File: src/rtl/bf_program_loader.sv
// bf_program_loader: turns a stream of BF source bytes into 9-bit one-hot
// op codes, writes them into instruction memory from address 0 and appends
// HLT. Optional feature macro: BF_LOADER_CHECKSUM_EN adds an 8-bit checksum
// output summed over every instruction written, including HLT.
module bf_program_loader #(
  parameter int ADDR_W     = 16,
  parameter int IMEM_DEPTH = 65536,
  parameter int NEST_W     = 8
) (
  input  logic              clk,
  input  logic              reset,
  input  logic              start,
  input  logic              in_valid,
  input  logic [7:0]        in_data,
  output logic              in_ready,
  output logic              imem_we,
  output logic [ADDR_W-1:0] imem_addr,
  output logic [8:0]        imem_wdata,
  output logic              loader_select,
  output logic              done,
  output logic              error,
  output logic [ADDR_W:0]   prog_len
`ifdef BF_LOADER_CHECKSUM_EN
  ,
  output logic [7:0]        checksum
`endif
);

  localparam logic [8:0] OP_NOP = 9'h000;
  localparam logic [8:0] OP_INC = 9'h001;
  localparam logic [8:0] OP_DEC = 9'h002;
  localparam logic [8:0] OP_MVR = 9'h004;
  localparam logic [8:0] OP_MVL = 9'h008;
  localparam logic [8:0] OP_PSH = 9'h010;
  localparam logic [8:0] OP_POP = 9'h020;
  localparam logic [8:0] OP_CBF = 9'h040;
  localparam logic [8:0] OP_CBB = 9'h080;
  localparam logic [8:0] OP_HLT = 9'h100;

  // The last slot is kept free so HLT always fits.
  localparam logic [ADDR_W-1:0] LAST_ADDR = ADDR_W'(IMEM_DEPTH - 1);
  localparam logic [NEST_W-1:0] DEPTH_MAX = '1;

  typedef enum logic [2:0] {
    S_IDLE,
    S_LOAD,
    S_TERM,
    S_DONE,
    S_ERROR
  } state_t;

  state_t              state_reg, state_next;
  logic [ADDR_W-1:0]   addr_reg;
  logic [NEST_W-1:0]   depth_reg;
  logic                imem_we_reg;
  logic [ADDR_W-1:0]   imem_addr_reg;
  logic [8:0]          imem_wdata_reg;
  logic                done_reg, error_reg;
  logic [ADDR_W:0]     prog_len_reg;
  logic [7:0]          checksum_reg;

  logic       is_cmd, is_term, is_open, is_close;
  logic [8:0] op;
  logic       accept, fault, do_write, do_term, start_load;
  logic [8:0] wr_data;
  logic [7:0] wr_sum_term;

  // Decode the incoming byte into its one-hot op and character class.
  always_comb begin
    op       = OP_NOP;
    is_cmd   = 1'b1;
    is_open  = 1'b0;
    is_close = 1'b0;
    is_term  = 1'b0;
    case (in_data)
      8'h2B: op = OP_INC;   // '+'
      8'h2D: op = OP_DEC;   // '-'
      8'h3E: op = OP_MVR;   // '>'
      8'h3C: op = OP_MVL;   // '<'
      8'h2E: op = OP_PSH;   // '.'
      8'h2C: op = OP_POP;   // ','
      8'h5B: begin op = OP_CBF; is_open  = 1'b1; end  // '['
      8'h5D: begin op = OP_CBB; is_close = 1'b1; end  // ']'
      8'h00: begin is_cmd = 1'b0; is_term = 1'b1; end
      default: is_cmd = 1'b0;  // comment byte
    endcase
  end

  assign accept     = in_valid && (state_reg == S_LOAD);
  assign fault      = accept && ((is_close && (depth_reg == '0)) ||
                                 (is_open && (depth_reg == DEPTH_MAX)) ||
                                 (is_cmd && (addr_reg == LAST_ADDR)) ||
                                 (is_term && (depth_reg != '0)));
  assign do_write   = accept && is_cmd && !fault;
  assign do_term    = accept && is_term && !fault;
  assign start_load = start && ((state_reg == S_IDLE) || (state_reg == S_DONE) ||
                                (state_reg == S_ERROR));
  assign wr_data     = do_term ? OP_HLT : op;
  assign wr_sum_term = wr_data[7:0] ^ {7'b0, wr_data[8]};

  // State register.
  always_ff @(posedge clk or posedge reset) begin
    if (reset) state_reg <= S_IDLE;
    else       state_reg <= state_next;
  end

  // Next-state logic.
  always_comb begin
    state_next = state_reg;
    case (state_reg)
      S_IDLE, S_DONE, S_ERROR: if (start) state_next = S_LOAD;
      S_LOAD: begin
        if (fault)        state_next = S_ERROR;
        else if (do_term) state_next = S_TERM;
      end
      S_TERM:  state_next = S_DONE;
      default: state_next = S_IDLE;
    endcase
  end

  // Write port and counters: a write is registered at the accepting edge so
  // it appears on the memory port during the following cycle.
  always_ff @(posedge clk or posedge reset) begin
    if (reset) begin
      imem_we_reg    <= 1'b0;
      imem_addr_reg  <= '0;
      imem_wdata_reg <= OP_NOP;
      addr_reg       <= '0;
      depth_reg      <= '0;
      prog_len_reg   <= '0;
      checksum_reg   <= '0;
    end else begin
      imem_we_reg <= 1'b0;
      if (start_load) begin
        addr_reg     <= '0;
        depth_reg    <= '0;
        prog_len_reg <= '0;
        checksum_reg <= '0;
      end
      if (do_write || do_term) begin
        imem_we_reg    <= 1'b1;
        imem_addr_reg  <= addr_reg;
        imem_wdata_reg <= wr_data;
        checksum_reg   <= checksum_reg + wr_sum_term;
      end
      if (do_write) begin
        addr_reg <= addr_reg + 1'b1;
        if (is_open)  depth_reg <= depth_reg + 1'b1;
        if (is_close) depth_reg <= depth_reg - 1'b1;
      end
      if (do_term) prog_len_reg <= {1'b0, addr_reg} + 1'b1;
    end
  end

  // Sticky completion flags, cleared when a new load begins.
  always_ff @(posedge clk or posedge reset) begin
    if (reset) begin
      done_reg  <= 1'b0;
      error_reg <= 1'b0;
    end else begin
      if (start_load) begin
        done_reg  <= 1'b0;
        error_reg <= 1'b0;
      end
      if (fault)                done_reg  <= 1'b0;
      if (fault)                error_reg <= 1'b1;
      if (state_reg == S_TERM)  done_reg  <= 1'b1;
    end
  end

  assign in_ready      = (state_reg == S_LOAD);
  assign loader_select = (state_reg == S_LOAD) || (state_reg == S_TERM);
  assign imem_we       = imem_we_reg;
  assign imem_addr     = imem_addr_reg;
  assign imem_wdata    = imem_wdata_reg;
  assign done          = done_reg;
  assign error         = error_reg;
  assign prog_len      = prog_len_reg;
`ifdef BF_LOADER_CHECKSUM_EN
  assign checksum      = checksum_reg;
`endif

endmodule

File: config.mk
export PLATFORM = sky130hd
export DESIGN_NAME = bf_program_loader
export DESIGN_NICKNAME = d
export VERILOG_FILES = /design/src/rtl/bf_program_loader.sv
export SDC_FILE = /design/constraint.sdc
export NUM_CORES = 1
export LEC_CHECK = 0
export BUFFER_PORTS_ARGS = -buffer_cell sky130_fd_sc_hd__buf_2
export CAP_MARGIN = 20
export CORE_AREA = 2 2 101 103
export CTS_CLUSTER_DIAMETER = 80
export DETAILED_ROUTE_END_ITERATION = 6
export DIE_AREA = 0 0 103 105
export RECOVER_POWER = 100
export SETUP_SLACK_MARGIN = 0.3
export SLEW_MARGIN = 20
export SYNTH_ARGS = -nofsm -noshare
export SYNTH_HDL_FRONTEND = slang
export SYNTH_SLANG_ARGS = --single-unit
File: constraint.sdc
create_clock -name clk -period 4.6 [get_ports clk]
set_clock_uncertainty 0.2 [all_clocks]
set_input_delay 0.69 -clock clk [delete_from_list [all_inputs] [get_ports clk]]
set_output_delay 0.69 -clock clk [all_outputs]
set_load 0.03 [all_outputs]
After elaboration in Yosys (flattened, before gate mapping)
Index checks and enable logic that the tools add are counted.
{ "op_classes": {"mux": 23, "n_mul": 0, "n_eq_ne": 16, "n_shift": 0, "n_div": 0, "reduce_logical": 30, "n_addsub": 4, "bitwise_logic": 0, "order_cmp": 0} }
{ "op_table": {"columns": ["op", "n"], "rows": [
  ["$pmux W8 S8", 1],
  ["$eq A8 B6 Y1 const B", 6],
  ["$mux W17", 2],
  ["$mux W16", 2],
  ["$mux W8", 4],
  ["$add A16 B1 Y17 const B", 1],
  ["$add A16 B1 Y16 const B", 1],
  ["$eq A16 B16 Y1 const B", 1],
  ["$eq A8 B7 Y1 const B", 2],
  ["$logic_not A8 Y1", 2],
  ["$logic_and A1 B1 Y1", 11],
  ["$mux W1", 9],
  ["$mux W3", 3],
  ["$mux W9", 1],
  ["$pmux W3 S3", 1],
  ["$add A8 B1 Y8 const B", 1],
  ["$eq A8 B8 Y1 const B", 1],
  ["$reduce_bool A8 Y1", 1],
  ["$reduce_or A8 Y1", 1],
  ["$sub A8 B1 Y8 const B", 1],
  ["$logic_or A1 B1 Y1", 7],
  ["$eq A3 B2 Y1 const B", 2],
  ["$reduce_bool A2 Y1", 3],
  ["$eq A3 B1 Y1 const B", 1],
  ["other kinds (8)", 8]
]} }
{ "totals": {"n_memories": 0, "latch_bits": 0, "rom_bits": 0, "input_bits": 12, "word_cells": 82, "register_bits": 72, "mem_bits_rw": 0} }

Logic depth before layout (Yosys ltp)
Gate-level depths: netlist (run 1).
{ "depth": {"word_depth": 12, "ltp_mapped": 10, "depth_no_buf": 7} }

Least setup slack after synthesis (run 1)
Ideal clock, no wire load.
{ "synth_path": {"kind": "input to register", "from": "in in_data[1]", "to": "reg imem_addr_reg[10] (netlist: imem_addr[10])", "setup_slack_ns": 1.721, "cell_stages": 10, "arrival_time_ns": 2.554, "required_ns": 4.275, "path_cell_list": "buf_2 nand4b_4 or2_1 buf_6 mux2_4 and3_1 buf_6 a21oi_4 buf_8 mux2_4"} }
{ "synth_between": {"elab_chain_cells": 10} }
{ "synth_lines": {"columns": ["element", "line_no", "text"], "rows": [
  ["from (decl)", "14", "input logic [7:0] in_data,"],
  ["$eq A8 B7 Y1 / $eq A8 B6 Y1 (equally long branches)", "75", "case (in_data)"],
  ["$reduce_or A8 Y1 (no source line) / $mux W1 (equally long branches)", null, null],
  ["$mux W1 (tied with other cells)", "75", null],
  ["$logic_and A1 B1 Y1 / $logic_or A1 B1 Y1 (equally long branches)", "92, 90", null],
  ["$logic_or A1 B1 Y1", "91", "(is_open && (depth_reg == DEPTH_MAX)) ||"],
  ["$logic_or A1 B1 Y1", "92", "(is_cmd && (addr_reg == LAST_ADDR)) ||"],
  ["$logic_and A1 B1 Y1", "90", "assign fault = accept && ((is_close && (depth_reg == '0)) ||"],
  ["$logic_not A1 Y1", "94, 95", null],
  ["$logic_and A1 B1 Y1, on equally long branches", "94, 95", null],
  ["$logic_or A1 B1 Y1 (*)", "140", "if (do_write || do_term) begin"],
  ["to (signal assigned)", "142", "imem_addr_reg <= addr_reg;"],
  ["to (decl)", "56", "logic [ADDR_W-1:0] imem_addr_reg;"]
]} }
Every way passes the cells marked *; elsewhere a longest branch is shown, timed or not.
A chain may end at the register's enable or synchronous reset.

Worst setup path after layout (run 1)
{ "layout_path": {"from": "reg addr_reg[0]", "to": "reg imem_addr_reg[14] (netlist: imem_addr[14])"} }
{ "layout_between": {"elab_chain_cells": 8} }
{ "layout_lines": {"columns": ["element", "line_no", "text"], "rows": [
  ["from (decl)", "53", "logic [ADDR_W-1:0] addr_reg;"],
  ["from (signal assigned)", "147", "addr_reg <= addr_reg + 1'b1;"],
  ["$eq A16 B16 Y1 (*)", "92", null],
  ["$logic_and A1 B1 Y1 (*)", "92", null],
  ["$logic_or A1 B1 Y1 (*)", "91", null],
  ["$logic_or A1 B1 Y1 (*)", "92", null],
  ["$logic_and A1 B1 Y1 (*)", "90", null],
  ["$logic_not A1 Y1 (*)", "94, 95", null],
  ["$logic_and A1 B1 Y1, on equally long branches", "94, 95", null],
  ["$logic_or A1 B1 Y1 (*)", "140", null]
]} }
Marked as above.

==> results of run 1 <==
-- Yosys cell counts (3+ instances only) --
master / n / area [µm²]
a31oi_1: 3 / 18.8
o22ai_1: 4 / 25.0
mux2_4: 17 / 255
a22oi_1: 3 / 22.5
a221o_1: 3 / 30.0
xnor2_1: 6 / 52.6
ha_1: 4 / 50.1
buf_6: 3 / 33.8
and2_1: 3 / 18.8
a21oi_1: 12 / 60.1
inv_1: 12 / 45.0
dfrtp_1: 72 / 1800
nor2_1: 25 / 93.8
o21ai_0: 28 / 140
a21o_1: 6 / 45.0
and3_1: 4 / 25.0
buf_2: 7 / 35.0
nor3_1: 6 / 30.0
xor2_1: 5 / 43.8
or3_1: 4 / 25.0
nand2b_1: 4 / 25.0
nand4_1: 7 / 43.8
mux2i_1: 8 / 80.1
a211oi_1: 4 / 30.0
clkbuf_1: 9 / 33.8
nor4_1: 4 / 25.0
nand2_1: 38 / 143
nand3_1: 37 / 185
-- power by group --
| part | switching, W | leakage [nW] | internal (W) |
|---|---|---|---|
| logic | 0.000214 | 0.811 | 0.0000971 |
| clock network | 0.000261 | 0.121 | 0.000364 |
| registers | 0.0000601 | 0.994 | 0.000677 |
-- through the flow --
| step | cells | utilization | hold slack, ps | setup WS (ps) | area (µm²) |
|---|---|---|---|---|---|
| after floorplan | 381 | - | 318 | 1720 | 3820 |
| after global placement | 553 | 0.434 | 270 | 1140 | 4180 |
| after detailed placement | 553 | 0.434 | 277 | 1050 | 4180 |
| after CTS | 569 | 0.459 | 297 | 1160 | 4430 |
| after global routing | 569 | 0.445 | 325 | 722 | 4290 |
| final | 569 | 0.445 | 298 | 1070 | 4290 |
-- worst max path at each step --
stage / startpoint / endpoint / cells past startpoint
6_report: addr_reg[0] / imem_addr[14] / 7
5_1_grt: reset / prog_len[16] / 3
4_1_cts: addr_reg[0] / imem_addr[6] / 7
3_5_place_dp: in_data[7] / imem_addr[15] / 7
3_3_place_gp: in_data[7] / imem_addr[15] / 7
2_1_floorplan: in_data[1] / imem_addr[10] / 10
-- layout make-up --
| cell class | instances | area share |
|---|---|---|
| Sequential cell | 72 | 0.420 |
| Clock buffer | 10 | 0.0298 |
| Inverter | 12 | 0.0105 |
| Multi-Input combinational cell | 275 | 0.417 |
| Tap cell | 133 | 0.0388 |
| Timing Repair Buffer | 61 | 0.0566 |
| Clock inverter | 6 | 0.0272 |
-- layer usage --
metal  part of all wire  vias to the layer above  global-route usage
li1                   -                     1492                   -
met1               0.48                     1548               0.257
met2               0.46                       84               0.264
met3              0.047                       10              0.0301
met4              0.013                        0              0.0658
met5                  0                        -                   0
-- cell usage in the layout (no fill, tap or decap), types with 7 or more instances in the layout --
| cell type | count |
|---|---|
| a21oi_1 | 12 |
| buf_2 | 11 |
| clkbuf_1 | 51 |
| clkbuf_8 | 9 |
| dfrtp_1 | 72 |
| inv_1 | 12 |
| mux2_1 | 17 |
| mux2i_1 | 8 |
| nand2_1 | 38 |
| nand3_1 | 37 |
| nand4_1 | 7 |
| nor2_1 | 25 |
| o21ai_0 | 28 |
-- worst max-delay path: stages (launching register included) --
cell and delay (ps):
dfrtp_1 440, ha_1 260, nand4_1 270, nor4_1 680, nor2_1 130, and3_1 350, a21oi_4 680, mux2_1 390
-- kinds of logic after synthesis --
group,after synthesis
buffers and inverters,34
adders and majority gates,4
DFF,72
muxes,25
and+or+nand+nor,150
xor gates and xnor gates,11
AOI/OAI and AO/OA,85
==> impl_metrics.py, run 1 <==
metrics = {
    "run_status": {
        "outcome": "finished with violations",
        "failed_checks": "max-capacitance violations, max-slew violations",
    },
    "timing": {
        "hold_violations": 0,
        "worst_pin_slew_ps": 1650,
        "fin_crit_ps": 3530,
        "final-setup-viol-count": 0,
        "report.final.slew_viol_count": 75,
        "rsz0062_at_grt": "false",
        "max-slew-margin-rel": -0.103,
        "fin_crit_sh": 0.768,
        "max_freq_mhz": 283,
        "finalSetupTns_ps": 0,
    },
    "clock_tree": {
        "clk_transition_reported_paths_ps": 80,
        "cts_resized": 0,
        "ctsHoldBuffers": 0,
        "cts_max_path_buffers": 2,
        "root_buffer": "clkbuf_8",
        "postCtsSetupBuffers": 0,
        "cts_sinks": 72,
        "ctsHtreeMaxLevel": 3,
        "cts_tree": "yes",
        "clk_latency_ps": 370,
        "cts_made_buffers": 9,
    },
    "die": {
        "die_h_um": 105,
        "die_area_um2": 10800,
        "coreArea_um2": 9640,
        "row_count": 36,
        "die_w_um": 103,
        "num_io_pins": 59,
        "initial_utilization": 0.396,
    },
    "min_path": {
        "min_from": "prog_len[1]",
        "min_path_type": "flop to flop",
        "whs_path_depth": 2,
        "worstHoldEndpoint": "prog_len[1]",
    },
    "routing": {
        "wl_per_cell_um": 16.3,
        "vias": 3134,
        "avgViaCountPerCell": 5.51,
        "drc_errors": 0,
        "drt_pre_antenna_iters": 4,
        "ant_nets": 0,
        "drt_iter0_markers": 226,
        "drt_wl_total_um": 9290,
    },
    "layout": {
        "nFillCells": 998,
        "antenna_cells": 0,
        "multiInputGateArea_um2": 1790,
        "nets": 447,
        "synthToLayoutAreaGrowth_pct": 12.2,
        "layout-drive-gt1-share": 0.0849,
        "largest_register_ffs": 17,
        "final-seq-area_um2": 1800,
    },
    "synthesis": {
        "syn_area_per_cell_um2": 10.0,
        "yosysSeqAreaShare": 0.472,
        "synth_fa_ha_area_frac": 0.0131,
        "syn_area_um2": 3820,
        "synth_edf_count": 0,
        "synth_top_family_by_area": "simple AND/OR/NAND/NOR gates",
        "synth_warnings": 0,
        "synthSimpleGateAreaFrac": 0.207,
        "synthArstFlopShare": 1.00,
        "synth_seq_cells": 72,
        "synthCells": 381,
        "synthMuxAreaShare": 0.0878,
        "synth_compound_area_frac": 0.150,
        "synth-xor-area-share": 0.0252,
        "synth_cell_types": 65,
        "syn-num-nets": 397,
        "synthFlopType": "dfrtp_1",
    },
    "power_and_ir_drop": {
        "power_w": 0.00167,
        "ir_worst_vdd_mv": 0.176,
        "leakage_nw": 1.93,
        "powerDensity_nw_per_um2": 390,
    },
    "worst_setup_path": {
        "reg2reg_setup_slack_ps": 1070,
        "cp-end-kind": "flop",
        "critical_path_class": "flop to flop",
        "crit_fanout": 20,
        "r2r_cells": 7,
        "crit_required_ps": 4640,
        "r2r_end": "imem_addr[14]",
        "r2r-start": "addr_reg[0]",
        "crit_arrival_ps": 3570,
        "critPathLaunchType": "flop",
    },
    "global_route": {
        "grt_start_max_net_pins": 44,
        "grt_use_total": 0.177,
        "antenna_found_initial": 0,
        "grt-ovfl-total": 0,
        "grt_pass1_wl_um": 15000,
        "grt_pass1_vias": 2969,
    },
    "placement": {
        "gp_congestion": 0.789,
        "hpwl_um": 6250,
        "port_buffers": 58,
    },
    "flow_run": {
        "maxCapViolCount": 2,
    },
}
(Power assumes the default switching activity.)
==> inputs of run 2 (changes only) <==
--- a/config.mk
+++ b/config.mk
@@ -5,12 +5,13 @@
 export SDC_FILE = /design/constraint.sdc
 export NUM_CORES = 1
 export LEC_CHECK = 0
+export ABC_AREA = 1
 export BUFFER_PORTS_ARGS = -buffer_cell sky130_fd_sc_hd__buf_2
 export CAP_MARGIN = 20
-export CORE_AREA = 2 2 101 103
+export CORE_AREA = 2 2 103 105
 export CTS_CLUSTER_DIAMETER = 80
 export DETAILED_ROUTE_END_ITERATION = 6
-export DIE_AREA = 0 0 103 105
+export DIE_AREA = 0 0 105 107
 export RECOVER_POWER = 100
 export SETUP_SLACK_MARGIN = 0.3
 export SLEW_MARGIN = 20
==> constraint.sdc (replaced) <==
create_clock -name clk -period 3.4 [get_ports clk]
set_clock_uncertainty 0.2 [all_clocks]
set_input_delay 0.51 -clock clk [delete_from_list [all_inputs] [get_ports clk]]
set_output_delay 0.51 -clock clk [all_outputs]
set_load 0.03 [all_outputs]
==> run 2 against run 1 <==
Net effect:
- the flow now finishes without violations
- fmax is 31% higher
- die area is 3.9% higher
- synthesized area is 3.4% higher
- utilization is 0.72 points lower
- register-to-register slack worse by 360 ps
- power is 19% higher
- global-route usage is 0.12 points lower
- count of clock-buffer cells in the layout is 1 lower
- cell area is 3.0% higher
- worst hold slack worse by 95 ps
==> impl_metrics.py, run 2 <==
metrics = {
    "clock_tree": {
        "postCtsSetupBuffers": 0,
        "clk_transition_reported_paths_ps": 80,
        "cts_resized": 0,
        "cts_sinks": 72,
        "ctsHoldBuffers": 0,
        "cts_tree": "yes",
        "clk_latency_ps": 360,
        "ctsHtreeMaxLevel": 3,
        "root_buffer": "clkbuf_8",
        "cts_max_path_buffers": 2,
        "cts_made_buffers": 9,
    },
    "global_route": {
        "grt_use_total": 0.176,
        "antenna_found_initial": 0,
        "grt_pass1_vias": 3199,
        "grt_pass1_wl_um": 15800,
        "grt_start_max_net_pins": 31,
        "grt-ovfl-total": 0,
    },
    "placement": {
        "hpwl_um": 6680,
        "port_buffers": 58,
        "post-place-cells": 670,
        "gp_congestion": 0.819,
    },
    "power_and_ir_drop": {
        "leakage_nw": 2.12,
        "p_seq_frac": 0.450,
        "p_clk_frac": 0.392,
        "ir_worst_vdd_mv": 0.351,
        "powerDensity_nw_per_um2": 451,
        "switching_share": 0.312,
        "p_switching_w": 0.000622,
        "intPower_w": 0.00137,
        "p_comb_frac": 0.157,
    },
    "die": {
        "num_io_pins": 59,
        "die_w_um": 105,
        "die_area_um2": 11200,
        "initial_utilization": 0.391,
        "coreArea_um2": 10100,
        "die_h_um": 107,
        "row_count": 37,
    },
    "synthesis": {
        "synth_top_area_frac": 0.456,
        "synthArstFlopShare": 1.00,
        "yosysSeqAreaShare": 0.456,
        "synth_edf_count": 0,
        "yosysMostFrequentCell": "nand2_1",
        "syn_area_per_cell_um2": 8.00,
        "synth_warnings": 0,
        "synthFlopType": "dfrtp_1",
        "yosys.area.top_type": "dfrtp_1",
        "synth_area_leaders": "dfrtp_1 (46%), nand3_1 (12%), nand2_1 (11%), xor2_1 (4.0%), o21ai_1 (3.9%)",
        "syn-num-nets": 510,
        "syn_area_um2": 3950,
        "synth_seq_cells": 72,
        "synth_cell_types": 33,
        "synthCells": 494,
        "synth_common_cells": "nand2_1 (115), nand3_1 (93), dfrtp_1 (72), inv_1 (39), nor2_1 (34)",
    },
    "layout": {
        "nets": 561,
        "mostFrequentLayoutCells": "nand2_1 (116), nand3_1 (94), dfrtp_1 (72)",
        "layout-drive-gt1-share": 0.0891,
        "final_util": 0.437,
        "antenna_cells": 0,
        "final_cell_count_no_fill": 686,
        "final_common_cell": "nand2_1",
        "largest_register_ffs": 17,
        "synthToLayoutAreaGrowth_pct": 11.8,
    },
    "routing": {
        "drt_iter0_markers": 195,
        "avgViaCountPerCell": 4.92,
        "drt_pre_antenna_iters": 4,
        "ant_nets": 0,
        "drt_wl_total_um": 9370,
        "drc_errors": 0,
        "vias": 3372,
        "wl_per_cell_um": 13.7,
    },
    "worst_setup_path": {
        "crit_fanout": 27,
        "r2r_end": "addr_reg[11]",
        "critical_path_class": "flop to flop",
        "r2r-start": "addr_reg[0]",
        "crit_arrival_ps": 2770,
        "r2r_cells": 10,
        "cp-startpoint": "addr_reg[0]",
        "reg2reg_setup_slack_ps": 710,
        "critPathLaunchType": "flop",
        "crit_required_ps": 3470,
        "cp-end-kind": "flop",
    },
    "timing": {
        "rsz0062_at_grt": "false",
        "fin_crit_sh": 0.793,
        "max-slew-margin-rel": 0.120,
        "worst_pin_slew_ps": 1320,
        "hold_slack_ps": 202,
        "finalSetupTns_ps": 0,
        "max_freq_mhz": 371,
        "fin_crit_ps": 2690,
        "hold_violations": 0,
        "final-setup-viol-count": 0,
        "report.final.slew_viol_count": 0,
    },
    "flow_run": {
        "maxCapViolCount": 0,
    },
    "run_status": {
        "outcome": "finished clean",
    },
    "min_path": {
        "min_path_type": "input port to async pin",
    },
}
==> run 2: power groups by stage <==
stage | sequential [W] | combinational [W] | clock, W
after global routing | 0.000902 | 0.000351 | 0.000831
after CTS | 0.000900 | 0.000334 | 0.000801
after global placement | 0.000916 | 0.000329 | 0
after floorplan | 0.000930 | 0.000234 | 0
final | 0.000897 | 0.000314 | 0.000781
after detailed placement | 0.000916 | 0.000334 | 0
==> run 2: layout make-up <==
| cell class | count | area, µm² |
|---|---|---|
| well taps | 136 | 170 |
| clock buffers | 9 | 124 |
| fillers | 1088 | 5680 |
| inverters | 44 | 165 |
| multi-input cells | 352 | 1770 |
| repair buffers | 66 | 279 |
| clock inverters | 7 | 101 |
| flip-flops and latches | 72 | 1800 |
==> run 2: how the worst max path moves through the flow <==
| stage | end | slack, ps | cells after the start |
|---|---|---|---|
| 3_5_place_dp | addr_reg[11] | 780 | 9 |
| 4_1_cts | prog_len[9] | 940 | 10 |
| 2_1_floorplan | addr_reg[0] | 870 | 1 |
| 3_3_place_gp | depth_reg[4] | 840 | 9 |
| 5_1_grt | depth_reg[5] | 400 | 10 |
| 6_report | addr_reg[11] | 710 | 10 |
==> run 2: stage by stage <==
| stage | total power (W) | area, µm² | setup WS [ps] |
|---|---|---|---|
| after floorplan | 0.00116 | 3950 | 865 |
| after global placement | 0.00124 | 4280 | 841 |
| after detailed placement | 0.00125 | 4280 | 785 |
| after CTS | 0.00204 | 4510 | 938 |
| after global routing | 0.00208 | 4410 | 399 |
| final | 0.00199 | 4410 | 705 |
==> run 2: worst max-delay path: stages, from the launching register on <==
cell	delay, ps
dfrtp_1	430
ha_1	210
nand3_1	160
nor2_1	150
nand3_2	110
nor2_1	180
nand2_1	140
nand3_1	460
buf_4	370
nand3_1	90
o21ai_0	100
==> run 2: cell families (layout without fill, tap and decap cells) <==
group                      after synthesis  after routing  synth area share
xor gates and xnor gates                22             22            0.0488
AOI/OAI and AO/OA                       56             56            0.0738
DFF                                     72             72             0.456
buffers and inverters                   70            126            0.0896
muxes                                    3              3           0.00760
adders and majority gates                4              4            0.0127
and+or+nand+nor                        267            267             0.311
==> run 2: per-layer routing <==
layer  wire, µm  GRT usage  vias to the layer above
li1           -          -                     1710
met1       4450      0.233                     1581
met2       4470      0.289                       72
met3        354     0.0444                        9
met4         99     0.0467                        0
met5          0          0                        -
==> inputs of run 3 (changes only) <==
==> constraint.sdc (replaced) <==
create_clock -name clk -period 2.23 [get_ports clk]
set_clock_uncertainty 0.2 [all_clocks]
set_input_delay 0.3345 -clock clk [delete_from_list [all_inputs] [get_ports clk]]
set_output_delay 0.3345 -clock clk [all_outputs]
set_load 0.03 [all_outputs]
==> run 3 against run 2 <==
Net effect:
- clock power grew 23%
- count of clock-buffer cells in the layout is the same
- utilization grew 7.8 points
- sequential share of layout area shrank 6.0 points
- cell area grew 18%
- non-clock buffer count grew 46
- critical path depth is the same
- global-route usage grew 1.4 points
- final cell count grew 6.7%
- sequential cell count is the same
- critical path type unchanged
==> impl_metrics.py, run 3 (synthesis gave the netlist of run 2 again) <==
metrics = {
    "placement": {
        "gp_congestion": 0.836,
        "port_buffers": 58,
        "post-place-cells": 682,
        "hpwl_um": 6600,
        "postPlaceCellArea_um2": 4440,
    },
    "clock_tree": {
        "cts_made_buffers": 9,
        "clk_transition_reported_paths_ps": 80,
        "ctsHtreeMaxLevel": 3,
        "cts_sinks": 72,
        "cts_max_path_buffers": 2,
        "root_buffer": "clkbuf_8",
        "clk_latency_ps": 350,
        "cts_tree": "yes",
    },
    "routing": {
        "drt_iter0_markers": 166,
        "avgViaCountPerCell": 4.97,
        "wl_per_cell_um": 14.4,
        "drt_wl_total_um": 10500,
        "drt_pre_antenna_iters": 4,
        "ant_nets": 0,
        "vias": 3638,
        "drc_errors": 0,
    },
    "layout": {
        "layout-drive-gt1-share": 0.233,
        "fin_area_um2": 5200,
        "final_cell_count_no_fill": 732,
        "nFillCells": 1004,
        "antenna_cells": 0,
        "largest_register_ffs": 17,
        "mostFrequentLayoutCells": "nand2_1 (112), nand3_1 (83), dfrtp_1 (64)",
        "nets": 607,
        "final_common_cell": "nand2_1",
        "synthToLayoutAreaGrowth_pct": 31.7,
    },
    "power_and_ir_drop": {
        "power_w": 0.00299,
        "leakage_nw": 2.50,
        "ir_worst_vdd_mv": 0.796,
        "powerDensity_nw_per_um2": 575,
    },
    "worst_setup_path": {
        "crit_arrival_ps": 2060,
        "cp_top_family": "simple AND/OR/NAND/NOR gates",
        "crit_fanout": 6,
        "path_cells": "inv_1, nor3_4, nand2_2, clkinv_2, nand2_2, nand3b_4, buf_6, clkbuf_16, nand3_1, o21ai_1",
        "critPathLaunchType": "flop",
        "critical_path_class": "flop to flop",
        "cp-end-kind": "flop",
        "crit_required_ps": 2260,
        "cpMostUsedCell": "nand2_2",
        "critical_path.slowest_cell": "dfrtp_1",
        "path_buf_inv": 4,
        "max_stage_delay_ps": 410,
    },
    "die": {
        "die_h_um": 107,
        "die_area_um2": 11200,
        "initial_utilization": 0.391,
        "coreArea_um2": 10100,
        "row_count": 37,
        "num_io_pins": 59,
        "die_w_um": 105,
    },
    "global_route": {
        "grt_start_max_net_pins": 58,
        "antenna_found_initial": 0,
        "grt_use_total": 0.190,
        "grt_pass1_wl_um": 17000,
        "grt_pass1_vias": 3513,
        "grt-ovfl-total": 0,
    },
    "flow_run": {
        "maxCapViolCount": 0,
    },
    "timing": {
        "max_freq_mhz": 493,
        "max-slew-margin-rel": 0.469,
        "report.final.slew_viol_count": 0,
        "hold_slack_ps": 125,
        "fin_crit_sh": 0.910,
        "final-setup-viol-count": 0,
        "worst_pin_slew_ps": 793,
        "rsz0062_at_grt": "true",
        "fin_crit_ps": 2030,
        "finalSetupTns_ps": 0,
        "hold_violations": 0,
    },
    "min_path": {
        "min_path_type": "input port to flop",
    },
    "run_status": {
        "outcome": "finished clean",
    },
}
-- run 3: power by group --
| group | switching (W) | internal, W |
|---|---|---|
| clock | 0.000550 | 0.000413 |
| combinational | 0.000421 | 0.000228 |
| sequential | 0.0000365 | 0.00134 |
-- run 3: area by class of cell --
class	count	area [µm²]	area share
Multi-Input combinational cell	352	1970	0.378
Clock buffer	9	124	0.0238
Clock inverter	7	55.1	0.0106
Inverter	44	168	0.0322
Sequential cell	72	1810	0.348
Tap cell	136	170	0.0327
Timing Repair Buffer	112	906	0.174
-- run 3: repair_timing --
action                                  4_1_cts  5_1_grt
hold endpoints to repair                     15        0
endpoints found under the setup margin       72       73
setup buffers                                20        6
hold buffers                                  1        0
gates resized for setup                      33       37
pin swaps                                    11        9
cloned                                        4        3
-- run 3: worst paths after layout --
check,startpoint,end,slack (ps),depth (start not counted)
setup reg to reg,state_reg[0],imem_wdata[6],200,10
max in group asynchronous,reset,imem_wdata[1],680,4
hold / removal,start,depth_reg[0],120,4
min in group asynchronous,reset,depth_reg[6],430,3
setup / recovery,state_reg[0],imem_wdata[6],200,10
hold reg to reg,imem_wdata[8],imem_wdata[8],290,2
-- run 3: per-layer routing --
metal	track usage	part of all wire
met5	0	0
met4	0.0562	0.028
met3	0.0383	0.041
met2	0.324	0.49
met1	0.244	0.44
-- run 3: metrics by stage --
step           worst slack [ps]   util
3_5_place_dp               40.0  0.440
4_1_cts                     245  0.499
5_1_grt                    74.1  0.515
6_report                    200  0.515
2_1_floorplan               268      -
3_3_place_gp               57.5  0.440
-- run 3: worst reg2reg max path: cells and delay by family (launching register included) --
family	cells	cell delay [ps]
and+or+nand+nor	5	710
buffers and inverters	4	520
DFF	1	410
AOI/OAI and AO/OA	1	60
